## src/rtl/sumador_pkg.sv

```systemverilog
// Shared types and helpers for the registered sumador adder/accumulator.
// Clamp limits are returned as 64-bit values; callers truncate them to their own width.
package sumador_pkg;

  typedef enum logic [1:0] {
    MODE_ADD  = 2'd0,
    MODE_ADDS = 2'd1,
    MODE_SUB  = 2'd2,
    MODE_ACC  = 2'd3
  } mode_e;

  typedef struct packed {
    logic [63:0] hi;
    logic [63:0] lo;
  } sat_lim_t;

  // Signed min is 1 << (width-1), which reads as 100..0 once truncated to width bits.
  function automatic sat_lim_t sat_limits(input int unsigned width, input bit is_signed);
    sat_lim_t lim;
    if (is_signed) begin
      lim.hi = (64'd1 << (width - 1)) - 64'd1;
      lim.lo = 64'd1 << (width - 1);
    end else begin
      lim.hi = (64'd1 << width) - 64'd1;
      lim.lo = '0;
    end
    return lim;
  endfunction

endpackage

```

## src/rtl/sumador_if.sv

```systemverilog
// Operand/result handshake bundle for sumador_pipe.
// The master drives operands and takes results; the slave is the adder block.
interface sumador_if #(
  parameter int unsigned WIDTH = 16
);
  import sumador_pkg::*;

  logic             in_valid;
  logic             in_ready;
  mode_e            mode;
  logic [WIDTH-1:0] a;
  logic [WIDTH-1:0] b;
  logic             acc_clr;
  logic             out_valid;
  logic             out_ready;
  logic [WIDTH-1:0] c;
  logic             carry;
  logic             overflow;
  logic             zero;

  modport master (
    output in_valid, mode, a, b, acc_clr, out_ready,
    input  in_ready, out_valid, c, carry, overflow, zero
  );

  modport slave (
    input  in_valid, mode, a, b, acc_clr, out_ready,
    output in_ready, out_valid, c, carry, overflow, zero
  );

endinterface

```

## src/rtl/sumador_core.sv

```systemverilog
// Combinational WIDTH-bit add/subtract with carry, overflow and optional clamping.
// Subtraction is x + ~y + 1 so a single WIDTH+1-bit sum serves both operations.
module sumador_core
  import sumador_pkg::*;
#(
  parameter int unsigned WIDTH = 16
) (
  input  logic [WIDTH-1:0] x,
  input  logic [WIDTH-1:0] y,
  input  logic             sub,
  input  logic             sat,
  input  logic             signed_mode,
  output logic [WIDTH-1:0] sum,
  output logic             carry,
  output logic             ovf
);

  localparam sat_lim_t LimU = sat_limits(WIDTH, 1'b0);
  localparam sat_lim_t LimS = sat_limits(WIDTH, 1'b1);
  localparam logic [WIDTH-1:0] UMax = LimU.hi[WIDTH-1:0];
  localparam logic [WIDTH-1:0] UMin = LimU.lo[WIDTH-1:0];
  localparam logic [WIDTH-1:0] SMax = LimS.hi[WIDTH-1:0];
  localparam logic [WIDTH-1:0] SMin = LimS.lo[WIDTH-1:0];

  logic [WIDTH-1:0] y_eff;
  logic [WIDTH-1:0] raw;
  logic [WIDTH:0]   ext;
  logic             ovf_u;
  logic             ovf_s;

  assign y_eff = sub ? ~y : y;
  assign ext   = {1'b0, x} + {1'b0, y_eff} + {{WIDTH{1'b0}}, sub};
  assign raw   = ext[WIDTH-1:0];
  assign carry = ext[WIDTH];

  // Carry out of a subtract is borrow-not, so unsigned underflow is its inverse.
  assign ovf_u = sub ? ~carry : carry;
  assign ovf_s = (x[WIDTH-1] == y_eff[WIDTH-1]) && (raw[WIDTH-1] != x[WIDTH-1]);
  assign ovf   = signed_mode ? ovf_s : ovf_u;

  always_comb begin
    sum = raw;
    if (sat && ovf) begin
      if (signed_mode) begin
        sum = x[WIDTH-1] ? SMin : SMax;
      end else begin
        sum = sub ? UMin : UMax;
      end
    end
  end

endmodule

```

## src/rtl/sumador_pipe.sv

```systemverilog
// Registered adder/subtractor/accumulator with valid/ready on both sides, 1-cycle latency.
// in_ready is combinational on out_ready so the block sustains one beat per cycle.
module sumador_pipe
  import sumador_pkg::*;
#(
  parameter int unsigned WIDTH  = 16,
  parameter bit          SIGNED = 1'b0
) (
  input logic      clk,
  input logic      rst_n,
  sumador_if.slave bus
);

  logic             out_valid_q, out_valid_d;
  logic [WIDTH-1:0] c_q, c_d;
  logic             carry_q, carry_d;
  logic             ovf_q, ovf_d;
  logic [WIDTH-1:0] acc_q, acc_d;

  logic             in_ready;
  logic             accept;
  logic             is_acc;
  logic [WIDTH-1:0] core_x;
  logic [WIDTH-1:0] core_y;
  logic [WIDTH-1:0] core_sum;
  logic             core_carry;
  logic             core_ovf;

  assign in_ready = !out_valid_q || bus.out_ready;
  assign accept   = bus.in_valid && in_ready;
  assign is_acc   = (bus.mode == MODE_ACC);

  // A clear arriving with an ACC beat zeroes the running sum before adding a.
  always_comb begin
    core_x = bus.a;
    core_y = bus.b;
    if (is_acc) begin
      core_x = bus.acc_clr ? '0 : acc_q;
      core_y = bus.a;
    end
  end

  sumador_core #(
    .WIDTH(WIDTH)
  ) u_core (
    .x          (core_x),
    .y          (core_y),
    .sub        (bus.mode == MODE_SUB),
    .sat        (bus.mode == MODE_ADDS),
    .signed_mode(SIGNED),
    .sum        (core_sum),
    .carry      (core_carry),
    .ovf        (core_ovf)
  );

  always_comb begin
    out_valid_d = out_valid_q;
    c_d         = c_q;
    carry_d     = carry_q;
    ovf_d       = ovf_q;
    acc_d       = acc_q;
    if (accept) begin
      out_valid_d = 1'b1;
      c_d         = core_sum;
      carry_d     = core_carry;
      ovf_d       = core_ovf;
    end else if (bus.out_ready) begin
      out_valid_d = 1'b0;
    end
    if (accept && is_acc) begin
      acc_d = core_sum;
    end else if (bus.acc_clr) begin
      acc_d = '0;
    end
  end

  always_ff @(posedge clk or negedge rst_n) begin
    if (!rst_n) begin
      out_valid_q <= 1'b0;
      c_q         <= '0;
      carry_q     <= 1'b0;
      ovf_q       <= 1'b0;
      acc_q       <= '0;
    end else begin
      out_valid_q <= out_valid_d;
      c_q         <= c_d;
      carry_q     <= carry_d;
      ovf_q       <= ovf_d;
      acc_q       <= acc_d;
    end
  end

  assign bus.in_ready  = in_ready;
  assign bus.out_valid = out_valid_q;
  assign bus.c         = c_q;
  assign bus.carry     = carry_q;
  assign bus.overflow  = ovf_q;
  assign bus.zero      = (c_q == '0);

endmodule
```

## src/flat_wrapper.sv

```systemverilog
// flat-port wrapper written by rule: the top's interface ports become plain ports
module sumador_pipe_flat import sumador_pkg::*;
#(
  parameter int unsigned WIDTH  = 16,
  parameter bit          SIGNED = 1'b0
)
  (clk, rst_n, bus_in_valid, bus_mode, bus_a, bus_b, bus_acc_clr, bus_out_ready, bus_in_ready, bus_out_valid, bus_c, bus_carry, bus_overflow, bus_zero);
  sumador_if #(.WIDTH(WIDTH)) bus_i ();
  input logic clk;
  input logic rst_n;
  input wire logic [$bits(bus_i.in_valid)-1:0] bus_in_valid;
  input wire logic [$bits(bus_i.mode)-1:0] bus_mode;
  input wire logic [$bits(bus_i.a)-1:0] bus_a;
  input wire logic [$bits(bus_i.b)-1:0] bus_b;
  input wire logic [$bits(bus_i.acc_clr)-1:0] bus_acc_clr;
  input wire logic [$bits(bus_i.out_ready)-1:0] bus_out_ready;
  output wire logic [$bits(bus_i.in_ready)-1:0] bus_in_ready;
  output wire logic [$bits(bus_i.out_valid)-1:0] bus_out_valid;
  output wire logic [$bits(bus_i.c)-1:0] bus_c;
  output wire logic [$bits(bus_i.carry)-1:0] bus_carry;
  output wire logic [$bits(bus_i.overflow)-1:0] bus_overflow;
  output wire logic [$bits(bus_i.zero)-1:0] bus_zero;
  assign bus_i.in_valid = bus_in_valid;
  assign bus_i.mode = bus_mode;
  assign bus_i.a = bus_a;
  assign bus_i.b = bus_b;
  assign bus_i.acc_clr = bus_acc_clr;
  assign bus_i.out_ready = bus_out_ready;
  assign bus_in_ready = bus_i.in_ready;
  assign bus_out_valid = bus_i.out_valid;
  assign bus_c = bus_i.c;
  assign bus_carry = bus_i.carry;
  assign bus_overflow = bus_i.overflow;
  assign bus_zero = bus_i.zero;
  sumador_pipe #(.WIDTH(WIDTH), .SIGNED(SIGNED)) u_core (.clk(clk), .rst_n(rst_n), .bus(bus_i));
endmodule
```

## config.mk

```make
export PLATFORM = sky130hd
export DESIGN_NAME = sumador_pipe_flat
export DESIGN_NICKNAME = d
export VERILOG_FILES = /design/src/rtl/sumador_pkg.sv /design/src/rtl/sumador_if.sv /design/src/rtl/sumador_core.sv /design/src/rtl/sumador_pipe.sv /design/src/flat_wrapper.sv
export SDC_FILE = /design/constraint.sdc
export NUM_CORES = 1
export LEC_CHECK = 0
export CELL_PAD_IN_SITES_DETAIL_PLACEMENT = 0
export CELL_PAD_IN_SITES_GLOBAL_PLACEMENT = 2
export CORE_MARGIN = 1.5
export CORE_UTILIZATION = 33
export DETAILED_ROUTE_END_ITERATION = 8
export HOLD_SLACK_MARGIN = 0.15
export PLACE_DENSITY = 0.8
export REMOVE_ABC_BUFFERS = 1
export SLEW_MARGIN = 25
export SYNTH_ARGS = -nofsm -noshare
export SYNTH_HDL_FRONTEND = slang
export SYNTH_HIERARCHICAL = 1
export SYNTH_SLANG_ARGS = --single-unit
```

## constraint.sdc

```tcl
create_clock -name clk -period 3.5 [get_ports clk]
set_clock_uncertainty 0.05 [all_clocks]
set_input_delay 0.35 -clock clk [delete_from_list [all_inputs] [get_ports clk]]
set_output_delay 0.35 -clock clk [all_outputs]
set_load 0.005 [all_outputs]
```

Word level (Yosys, flattened, before mapping)
Index checks and enable logic that the tools add are counted.
{"block": "word_totals", "reg_bits": 35, "output_inout_bits": 21, "elab_cells": 29}
{"block": "classes", "add_sub_neg": 2, "n_eq_ne": 3, "mux": 10, "n_bitwise": 2, "reduce_logical": 7}
{"operator": "$mux 16", "n": 7}
{"operator": "$add 16x16->17", "n": 1}
{"operator": "$add 17x1->17", "n": 1}
{"operator": "$logic_not 16->1", "n": 1}
{"operator": "$not 16->16", "n": 1}
{"operator": "$eq 2x2->1 const B", "n": 2}
{"operator": "$logic_and 1x1->1", "n": 3}
{"operator": "$mux 1", "n": 3}
{"operator": "$eq 2x1->1 const B", "n": 1}
{"operator": "$reduce_bool 2->1", "n": 1}
{"operator": "$logic_not 1->1", "n": 1}
{"operator": "$logic_or 1x1->1", "n": 1}
{"operator": "$not 1->1", "n": 1}

Longest topological paths before layout
Gate-level depths: netlist (run 1).
{"block": "logic_depth", "depth_word": 11, "depth_mapped": 16, "depth_no_buf": 14}

Hierarchy
Netlist (run 1), hierarchy kept.
{"mod": "sumador_pipe", "instances": 1, "cells_each": 144, "area_each_um2": 1890.6}
{"mod": "sumador_core", "instances": 1, "cells_each": 157, "area_each_um2": 1108.6}

Least setup slack after synthesis (run 1)
No wires, ideal clock.
{"block": "synth_path", "path_kind": "input to register", "startpoint": "input bus_mode[0]", "endpoint": "register u_core.c_q[15], in the netlist u_core/bus.c[15]", "t_arrival_ns": 3.514, "t_required_ns": 3.325, "path_slack_ns": -0.188, "stages": 13, "path_buffers": 2, "cell_sequence": "and2b_1 > clkbuf_1 > clkbuf_1 > xor2_1 > ha_1 > a21oi_1 > o21ai_0 > a221o_1 > a31oi_4 > mux2i_1 > a21oi_1 > or3_1 > mux2_2"}
{"block": "synth_via", "elab_chain_cells": 10, "elab_cells_between_ends": 14, "cone_classes": "2 x add/sub; 3 x eq/ne; 6 x mux; 2 x bitwise; 1 x reduce/logical"}
{"item": "from (decl)", "line_no": "flat_wrapper.sv:12", "text": "input wire logic [$bits(bus_i.mode)-1:0] bus_mode;"}
{"item": "$eq 2x2->1", "line_no": "sumador_pipe.sv:31", "text": "assign is_acc = (bus.mode == MODE_ACC);"}
{"item": "$mux 16", "line_no": "sumador_pipe.sv:37", "text": "if (is_acc) begin"}
{"item": "$not 16->16", "line_no": "sumador_core.sv:31", "text": "assign y_eff = sub ? ~y : y;"}
{"item": "$mux 16", "line_no": "sumador_core.sv:31"}
{"item": "$add 16x16->17", "line_no": "sumador_core.sv:32", "text": "assign ext = {1'b0, x} + {1'b0, y_eff} + {{WIDTH{1'b0}}, sub};"}
{"item": "$add 17x1->17", "line_no": "sumador_core.sv:32"}
{"item": "$not 1->1", "line_no": "sumador_core.sv:37", "text": "assign ovf_u = sub ? ~carry : carry;"}
{"item": "$mux 1", "line_no": "sumador_core.sv:37"}
{"item": "$logic_and 1x1->1", "line_no": "sumador_core.sv:43", "text": "if (sat && ovf) begin"}
{"item": "$mux 16 *", "line_no": "sumador_core.sv:43"}
{"item": "via u_core.core_sum[15]", "line_no": "sumador_pipe.sv:25", "text": "logic [WIDTH-1:0] core_sum;"}
{"item": "to (signal assigned)", "line_no": "sumador_pipe.sv:80", "text": "c_q <= '0;"}
{"item": "to (signal assigned)", "line_no": "sumador_pipe.sv:86", "text": "c_q <= c_d;"}
{"item": "to (decl)", "line_no": "sumador_pipe.sv:15", "text": "logic [WIDTH-1:0] c_q, c_d;"}
Mark *: on every way through the listed nets, which the timed path passes. The rest lies on a longest branch.
A chain may end at the register's enable or synchronous reset.

Final worst setup path (run 1)
{"block": "layout_path", "startpoint": "input bus_mode[1]", "endpoint": "register u_core.c_q[15], in the netlist u_core/bus.c[15]"}
{"block": "layout_via", "elab_chain_cells": 10, "elab_cells_between_ends": 14, "cone_classes": "2 x add/sub; 3 x eq/ne; 6 x mux; 2 x bitwise; 1 x reduce/logical"}
{"item": "$eq 2x2->1 *", "line_no": "sumador_pipe.sv:31"}
{"item": "$mux 16 *", "line_no": "sumador_pipe.sv:37"}
{"item": "via u_core.core_y[2]", "line_no": "sumador_pipe.sv:24", "text": "logic [WIDTH-1:0] core_y;"}
{"item": "$not 16->16", "line_no": "sumador_core.sv:31"}
{"item": "$mux 16 *", "line_no": "sumador_core.sv:31"}
{"item": "$add 16x16->17 *", "line_no": "sumador_core.sv:32"}
{"item": "$add 17x1->17 *", "line_no": "sumador_core.sv:32"}
{"item": "$not 1->1", "line_no": "sumador_core.sv:37"}
{"item": "$mux 1", "line_no": "sumador_core.sv:37"}
{"item": "$logic_and 1x1->1", "line_no": "sumador_core.sv:43"}
{"item": "$mux 16 *", "line_no": "sumador_core.sv:43"}
{"item": "via u_core.core_sum[15]", "line_no": "sumador_pipe.sv:25"}
Marks and branches as above.

==> results of run 1 <==
[registers in the layout (all words and copies together) (netlist names)]
name                  count
u_core/bus.overflow       1
u_core/bus.carry          1
u_core/bus.out_valid      1
u_core/bus.c             16
u_core/acc_q             16
[report_power, final]
group / internal [W] / switching, W / total, W
registers: 0.000521 / 0.0000957 / 0.000617
logic: 0.000623 / 0.000441 / 0.00106
clock network: 0.000155 / 0.000144 / 0.000299
[metal layers]
layer,vias up,share of wire [%]
met5,-,0
met4,0,2.5
met3,12,3.7
met2,58,47
met1,1254,47
li1,1341,-
[worst min-delay path by stage]
stage,start,end,cells after the start
3_5_place_dp,u_core/bus.carry$_DFFE_PN0P_,u_core/bus.carry$_DFFE_PN0P_,1
5_1_grt,rst_n,u_core/bus.carry$_DFFE_PN0P_,2
4_1_cts,rst_n,u_core/bus.carry$_DFFE_PN0P_,2
6_report,rst_n,u_core/bus.carry$_DFFE_PN0P_,2
2_1_floorplan,rst_n,u_core/acc_q[0]$_DFF_PN0_,0
3_3_place_gp,u_core/bus.overflow$_DFFE_PN0P_,u_core/bus.overflow$_DFFE_PN0P_,1
[layout make-up]
cell class | instances | area (um2) | area share, %
inverters | 8 | 30.0 | 0.680
flip-flops and latches | 35 | 876 | 19.8
repair buffers | 126 | 1160 | 26.2
clock inverters | 1 | 5.00 | 0.113
well taps | 108 | 135 | 3.06
clock buffers | 6 | 82.6 | 1.87
multi-input cells | 255 | 2130 | 48.2
[cell usage after synthesis (all sizes together), types with 2 or more instances]
cell type,n
clkbuf,3
o211ai,3
nor2,15
a31oi,3
nand4,2
nor2b,5
mux2i,6
o32ai,2
and2b,9
o21a,3
nand2b,8
xor2,22
mux2,58
nor3,2
a21oi,18
nor4,4
ha,15
nand2,16
nand3,3
xnor2,9
dfrtp,35
buf,7
a21o,3
inv,8
o21ai,27
[per-stage QoR]
stage	utilization (%)	instance area, um2	worst slack, ns	setup TNS (ns)	cells
2_1_floorplan	-	2940	-0.209	-4.86	297
3_3_place_gp	47.2	4140	-0.480	-12.53	523
3_5_place_dp	47.2	4140	-0.601	-15.99	523
4_1_cts	49.2	4310	0.0507	0	536
5_1_grt	50.4	4420	-0.0213	-0.0358	539
6_report	50.4	4420	0.0426	0	539
[logic make-up after synthesis]
group | count (synthesis)
xor+xnor | 31
fa+ha+maj | 16
flops | 35
mux | 64
other cells | 1
compound gates | 65
buf+inv | 18
simple gates | 71
[what timing repair did]
item	CTS	global route
buffers inserted	5	3
cloned	1	1
setup endpoints to repair	28	24
gates resized for setup	14	28
pin swaps	4	9
==> results_dict.tcl, run 1 <==
set metrics [dict create \
    period_needed_ns 3.46 \
    grt_max_degree 36 \
    grtUsageTotal_pct 17.5 \
    coreArea_um2 8760 \
    dp.final_hpwl_mm 6.46 \
    powerDensity_nw_per_um2 448 \
    crit_chain "dlygate4sd2_1 > nand2_4 > buf_6 > mux2_2 > xor2_1 > ha_1 > buf_4 > nand3_1 > o22ai_1 > a41o_2 > a31oi_4 > mux2i_1 > a21oi_1 > or3_4 > mux2_2" \
    tritoncts "yes" \
    first_pass_iters 4 \
    maxSlewViolCount 0 \
    synth_top_area_share_pct 29.2 \
    period_share_pct 98.8 \
    area_delta_synth_final_pct 47.3 \
    initialDrtViolationCount 63 \
    rows 34 \
    post_drt_wl_per_cell_um 16.0 \
    cts_max_level 2 \
    max_stage_delay_ns 0.38 \
    grt_pass1_vias 2703 \
    cp-endpoint "u_core/bus.c[15]$_DFFE_PN0P_" \
    grt_pass1_wl_mm 13.5 \
    crit_buf_inv 3 \
    antenna_found_initial 0 \
    synth_top_family_by_area "multiplexers" \
    hp-class "in2async" \
    start_util_pct 34.2 \
    n_antenna_cell 0 \
    max_freq_mhz 289 \
    num_vias 2665 \
    slew_headroom_pct 59.3 \
    worstSetupEndpointType "flip-flop" \
    gr-max-usage-layer "met2" \
    synth_compound_area_share_pct 13.6 \
    yosysTopAreaCell "dfrtp_1" \
    postCtsHoldBufs 0 \
    finalWirelength_mm 8.60 \
    cellLeakagePower_nw 2.05 \
    final_cell_mix "buf_4, mux2_2, clkdlybuf4s50_1" \
    cts_made_buffers 5 \
    gp_congestion 0.827 \
    crit_family "multiplexers" \
    yosysUniqueCellTypes 49 \
    worstPathArrival_ns 3.58 \
    startpoint_type "input pin" \
    worst_r2r_endpoint "u_core/bus.c[15]$_DFFE_PN0P_" \
    synth.area.mux_share_pct 23.8 \
    setup_viol 0 \
    hold_ws_ns 0.434 \
    crit_slowest_cell "ha_1" \
    post-route-drc-count 0 \
    clkTransAtPathRegs_ns 0.07 \
    synth-seq-cells 35 \
    synthArstFlopShare_pct 100 \
    reg2reg_depth 12 \
    ff2ff_setup_slack_ns 0.25 \
    grt.met3_usage_pct 2.65 \
    synth_edf_count 0 \
    gr-total-overflow 0 \
    ys_seq_area_share_pct 29.2 \
    ys_warn_count 6 \
    drive_above_1_share_pct 36.7 \
    use_met1_pct 23.5 \
    peakVddDrop_v 0.000342 \
    crit_required_ns 3.62 \
    vias_per_cell 4.94 \
    cpMostUsedCell "mux2_2" \
    status "finished, final reports clean" \
    layout_commonest_cell "buf_4" \
    worstSkewPairLatency_ns 0.28 \
    die_y_um 98.3 \
    die_w_um 98.3 \
    cp_max_fo 8 \
    dieArea_um2 9670 \
    ant_nets 0 \
    clockBufferDepth 2 \
    syn_area_um2 3000 \
    synth-adder-area-share_pct 6.93 \
    fill_cells 805 \
    synth.area.top_cells "dfrtp_1, mux2_2, xor2_1" \
    hold_viol 0 \
    synth_simple_gate_area_share_pct 13.6 \
    path_class "in2reg" \
    port-buffer-count 59 \
    num-nets-final 486 \
    tightest_slew_ns 0.606 \
    maxCapViolations 0 \
    ioPinCount 60 \
    synth_xor_area_share_pct 9.05 \
    cp.depth 15 \
    total_power_w 0.00198 \
    syn_inst 301 \
    syn_area_per_cell_um2 9.96 \
    clockRootBuffer "clkbuf_8" \
    grt_use_met2_pct 28.7 \
    rr_startpoint "u_core/acc_q[0]$_DFF_PN0_" \
    ys.flop_type "dfrtp_1" \
    startpoint "bus_mode[1]" \
    clock-sinks 35 \
]
(Power assumes the default switching activity.)
==> run 2, diff against run 1 <==
- CORE_ASPECT_RATIO: unset -> 2
==> results_dict.tcl, run 2 (synthesis gave the netlist of run 1 again) <==
set metrics [dict create \
    worstPathArrival_ns 3.53 \
    finish.utilization_pct 51.1 \
    die_w_um 70.4 \
    setup_viol 0 \
    ff2ff_setup_slack_ns 0.14 \
    tightest_slew_ns 0.573 \
    cts_max_level 2 \
    slew_headroom_pct 61.4 \
    fin_setup_tns_ns 0 \
    regArea_um2 876 \
    max_freq_mhz 293 \
    n_antenna_cell 0 \
    crit_required_ns 3.62 \
    maxSlewViolCount 0 \
    startpoint_type "input pin" \
    maxCapViolations 0 \
    dp_slack_ns -0.726 \
    post_drt_wl_per_cell_um 17.1 \
    clkTransAtPathRegs_ns 0.05 \
    initialDrtViolationCount 87 \
    dp.final_hpwl_mm 6.92 \
    multi_input_area_um2 2120 \
    crit_chain "clkdlybuf4s50_1 > mux2_4 > mux2i_2 > inv_1 > fa_2 > a211oi_4 > o211ai_1 > a31oi_2 > a21oi_2 > buf_4 > nor3b_2 > a21oi_1 > or3_4 > mux2_2" \
    total_power_w 0.00216 \
    ioPinCount 60 \
    use_met1_pct 17.9 \
    clockBufferDepth 2 \
    grt_max_degree 36 \
    rr_startpoint "u_core/acc_q[0]$_DFF_PN0_" \
    coreArea_um2 8890 \
    grt_pass1_vias 2749 \
    hold_viol 0 \
    clockRootBuffer "clkbuf_16" \
    gp_congestion 0.922 \
    dieArea_um2 9700 \
    period_needed_ns 3.41 \
    gr-max-usage-layer "met2" \
    vias_per_cell 5.09 \
    antenna_found_initial 0 \
    area_delta_synth_final_pct 51.6 \
    reg2reg_depth 14 \
    path_class "in2reg" \
    hp-class "in2async" \
    peakVddDrop_v 0.000344 \
    first_pass_iters 4 \
    cts_made_buffers 5 \
    ant_nets 0 \
    final_cell_mix "buf_4, mux2_2, clkdlybuf4s50_1" \
    powerDensity_nw_per_um2 476 \
    gr-total-overflow 0 \
    hold_ws_ns 0.455 \
    crit_slowest_cell "clkdlybuf4s50_1" \
    finalWirelength_mm 9.25 \
    layout_commonest_cell "buf_4" \
    finalWorstSetupSlack_ns 0.0923 \
    crit_family "compound AO/OA/AOI/OAI gates" \
    grt_pass1_wl_mm 13.7 \
    drive_above_1_share_pct 37.5 \
    grt.met3_usage_pct 2.41 \
    max_stage_delay_ns 0.43 \
    worstSetupEndpointType "flip-flop" \
    cellLeakagePower_nw 2.13 \
    grtUsageTotal_pct 18.8 \
    die_y_um 138 \
    tritoncts "yes" \
    crit_buf_inv 3 \
    clock-sinks 35 \
    num_vias 2761 \
    start_util_pct 33.7 \
    worstSkewPairLatency_ns 0.28 \
    port-buffer-count 59 \
    fill_cells 828 \
    worst_r2r_endpoint "u_core/bus.c[15]$_DFFE_PN0P_" \
    rows 49 \
    grt_use_met2_pct 37.8 \
    post-route-drc-count 0 \
    status "finished, final reports clean" \
    num-nets-final 494 \
    period_share_pct 97.4 \
    cp_max_fo 6 \
]
[run 2: how the worst max path moves through the flow]
stage	startpoint	endpoint	slack, ns	cells after the start
2_1_floorplan	bus_mode[1]	u_core/bus.c[11]$_DFFE_PN0P_	-0.21	13
3_3_place_gp	bus_mode[1]	u_core/acc_q[5]$_DFF_PN0_	-0.65	15
3_5_place_dp	bus_mode[1]	u_core/bus.c[7]$_DFFE_PN0P_	-0.73	15
4_1_cts	bus_mode[0]	u_core/bus.c[14]$_DFFE_PN0P_	0.001	16
5_1_grt	bus_a[0]	u_core/acc_q[11]$_DFF_PN0_	-0.009	17
6_report	bus_a[0]	u_core/bus.c[15]$_DFFE_PN0P_	0.09	14
[run 2: layer usage]
metal  up-vias  routed length, um
met4         0                369
met5         -                  0
met1      1319               3310
met2        67               5300
met3        22                273
li1       1353                  -
[run 2: repair_timing]
action / 4_1_cts / 5_1_grt
hold buffers: 0 / 0
endpoints found under the hold margin: 0 / 0
buffers inserted: 2 / 8
pin swaps: 6 / 13
resized for setup: 15 / 27
cloned: 0 / 2
setup endpoints to repair: 28 / 28
[run 2: cell type report]
| cell class | instances | area share (%) |
|---|---|---|
| multi-input combinational | 255 | 46.6 |
| timing repair buffer | 134 | 27.2 |
| sequential | 35 | 19.3 |
| clock buffer | 8 | 3.44 |
| tap | 102 | 2.81 |
| inverter | 8 | 0.660 |
[run 2: metrics by stage]
step | instance area (um2) | instances
global placement | 4190 | 522
CTS | 4390 | 532
detailed placement | 4190 | 522
floorplan | 2940 | 297
finish | 4550 | 542
global route | 4550 | 542
[run 2: worst register-to-register path: cells and delay by family, from the launching register on]
family,cells,cell delay (ns)
buffers and inverters,2,0.26
adders and majority gates,1,0.39
AOI/OAI and AO/OA,5,0.81
DFF,1,0.35
and+or+nand+nor,3,0.63
muxes,3,0.74
[run 2: where the power goes]
group / switching [W] / internal (W) / leakage [nW]
registers: 0.000103 / 0.000522 / 0.442
logic: 0.000444 / 0.000626 / 1.61
clock network: 0.000166 / 0.000303 / 0.0772
total: 0.000714 / 0.00145 / 2.13
==> run 3, diff against run 2 <==
--- a/config.mk
+++ b/config.mk
@@ -13,4 +13,5 @@
 export DETAILED_ROUTE_END_ITERATION = 8
 export HOLD_SLACK_MARGIN = 0.15
+export MAX_ROUTING_LAYER = met4
 export PLACE_DENSITY = 0.8
 export REMOVE_ABC_BUFFERS = 1
==> constraint.sdc (replaced) <==
create_clock -name clk -period 3.5 [get_ports clk]
set_clock_uncertainty 0.05 [all_clocks]
set_input_delay 0.35 -clock clk [delete_from_list [all_inputs] [get_ports clk]]
set_output_delay 0.35 -clock clk [all_outputs]
set_load 0.1 [all_outputs]
==> results_dict.tcl, run 3 (synthesis gave the netlist of run 1 again) <==
set metrics [dict create \
    status "finished, final reports clean" \
    finish.utilization_pct 51.1 \
    peakVddDrop_v 0.000726 \
    grt_pass1_wl_mm 14.1 \
    grt_use_met2_pct 37.9 \
    clockRootBuffer "clkbuf_16" \
    start_util_pct 33.7 \
    drive_above_1_share_pct 38.7 \
    dieArea_um2 9700 \
    maxCapViolations 0 \
    grt.met3_usage_pct 2.12 \
    cellLeakagePower_nw 2.13 \
    rows 49 \
    area_delta_synth_final_pct 51.4 \
    clock-sinks 35 \
    num_vias 2778 \
    period_needed_ns 3.38 \
    clockBufferDepth 2 \
    layout_commonest_cell "buf_4" \
    initialDrtViolationCount 77 \
    post_drt_wl_per_cell_um 17.2 \
    worstPathArrival_ns 3.50 \
    coreArea_um2 8890 \
    cts_max_level 2 \
    num-nets-final 498 \
    antenna_found_initial 0 \
    grt_max_degree 36 \
    path_class "in2reg" \
    dp_slack_ns -0.744 \
    slew_headroom_pct 34.3 \
    fill_cells 890 \
    gp_congestion 0.952 \
    crit_required_ns 3.62 \
    die_y_um 138 \
    dp.final_hpwl_mm 7.10 \
    postCtsHoldBufs 0 \
    cp_max_fo 8 \
    grtUsageTotal_pct 19.8 \
    gr-max-usage-layer "met2" \
    grt_pass1_vias 2773 \
    first_pass_iters 4 \
    die_w_um 70.4 \
    ioPinCount 60 \
    n_antenna_cell 0 \
    setup_viol 0 \
    gr-total-overflow 0 \
    finalWorstSetupSlack_ns 0.121 \
    startpoint_type "input pin" \
    finalWirelength_mm 9.37 \
    worstSetupEndpointType "flip-flop" \
    ant_nets 0 \
    vias_per_cell 5.11 \
    max_freq_mhz 296 \
    powerDensity_nw_per_um2 632 \
    clkTransAtPathRegs_ns 0.06 \
    tritoncts "yes" \
    design_area_um2 4540 \
    hp-class "in2async" \
    post-route-drc-count 0 \
    period_share_pct 96.6 \
    tightest_slew_ns 0.982 \
    worstSkewPairLatency_ns 0.29 \
    post_dp_cell_area_um2 4190 \
    port-buffer-count 59 \
    final_cell_mix "buf_4, mux2_2, clkdlybuf4s50_1" \
    cts_made_buffers 5 \
    use_met1_pct 19.2 \
    maxSlewViolCount 0 \
    hold_viol 0 \
]
## run 3: power breakdown
part / switching [W] / total [W] / leakage (nW) / internal [W]
combinational: 0.00118 / 0.00182 / 1.63 / 0.000635
sequential: 0.000103 / 0.000625 / 0.442 / 0.000522
clock: 0.000172 / 0.000428 / 0.0628 / 0.000256
## run 3: layer usage
| layer | share of wire, % | vias to the layer above |
|---|---|---|
| met1 | 36 | 1328 |
| met2 | 57 | 68 |
| met5 | 0 | - |
| met3 | 2.5 | 24 |
| met4 | 4.6 | 0 |
| li1 | - | 1358 |
## run 3: final cells by class
type / count / area (um2) / share of cell area, %
multi-input cells: 254 / 2120 / 46.8
repair buffers: 139 / 1250 / 27.6
well taps: 102 / 128 / 2.81
inverters: 8 / 30.0 / 0.662
clock buffers: 6 / 129 / 2.84
flip-flops and latches: 35 / 876 / 19.3
## run 3: metrics by stage
stage	hold slack [ns]	setup TNS (ns)	power [W]	std cells
CTS	0.461	0	0.00284	530
global route	0.494	-0.0752	0.00300	544
detailed placement	0.450	-19.78	0.00238	523
floorplan	0.00441	-4.88	0.00181	297
global placement	0.444	-18.30	0.00237	523
finish	0.453	0	0.00287	544
## run 3: worst paths after layout
kind	depth (start not counted)	endpoint	from	slack, ns
worst max-delay path	14	u_core/acc_q[4]$_DFF_PN0_	bus_a[0]	0.12
worst min-delay path	2	u_core/bus.c[11]$_DFFE_PN0P_	rst_n	0.45
worst max register to register	14	u_core/acc_q[4]$_DFF_PN0_	u_core/acc_q[0]$_DFF_PN0_	0.17
worst min register to register	1	u_core/bus.carry$_DFFE_PN0P_	u_core/bus.carry$_DFFE_PN0P_	0.46
max in group asynchronous	2	u_core/bus.overflow$_DFFE_PN0P_	rst_n	2.57
min in group clk	1	u_core/bus.carry$_DFFE_PN0P_	u_core/bus.carry$_DFFE_PN0P_	0.46
## run 3: what timing repair did
| action | CTS | global route |
|---|---|---|
| endpoints found under the setup margin | 29 | 28 |
| buffers inserted | 1 | 13 |
| pin swaps | 5 | 12 |
| gates resized for setup | 17 | 23 |
| hold endpoints to repair | 0 | 0 |
| cloned | 0 | 1 |
## run 3: critical path: stages
cell and delay (ns):
clkdlybuf4s50_1 0.43, mux2_4 0.32, mux2i_4 0.18, inv_2 0.07, fa_2 0.39, a211oi_4 0.24
o211ai_1 0.17, a31oi_2 0.22, a21oi_2 0.09, or2b_2 0.32, o21ai_4 0.16, buf_12 0.16
o21ai_1 0.11, mux2_2 0.28
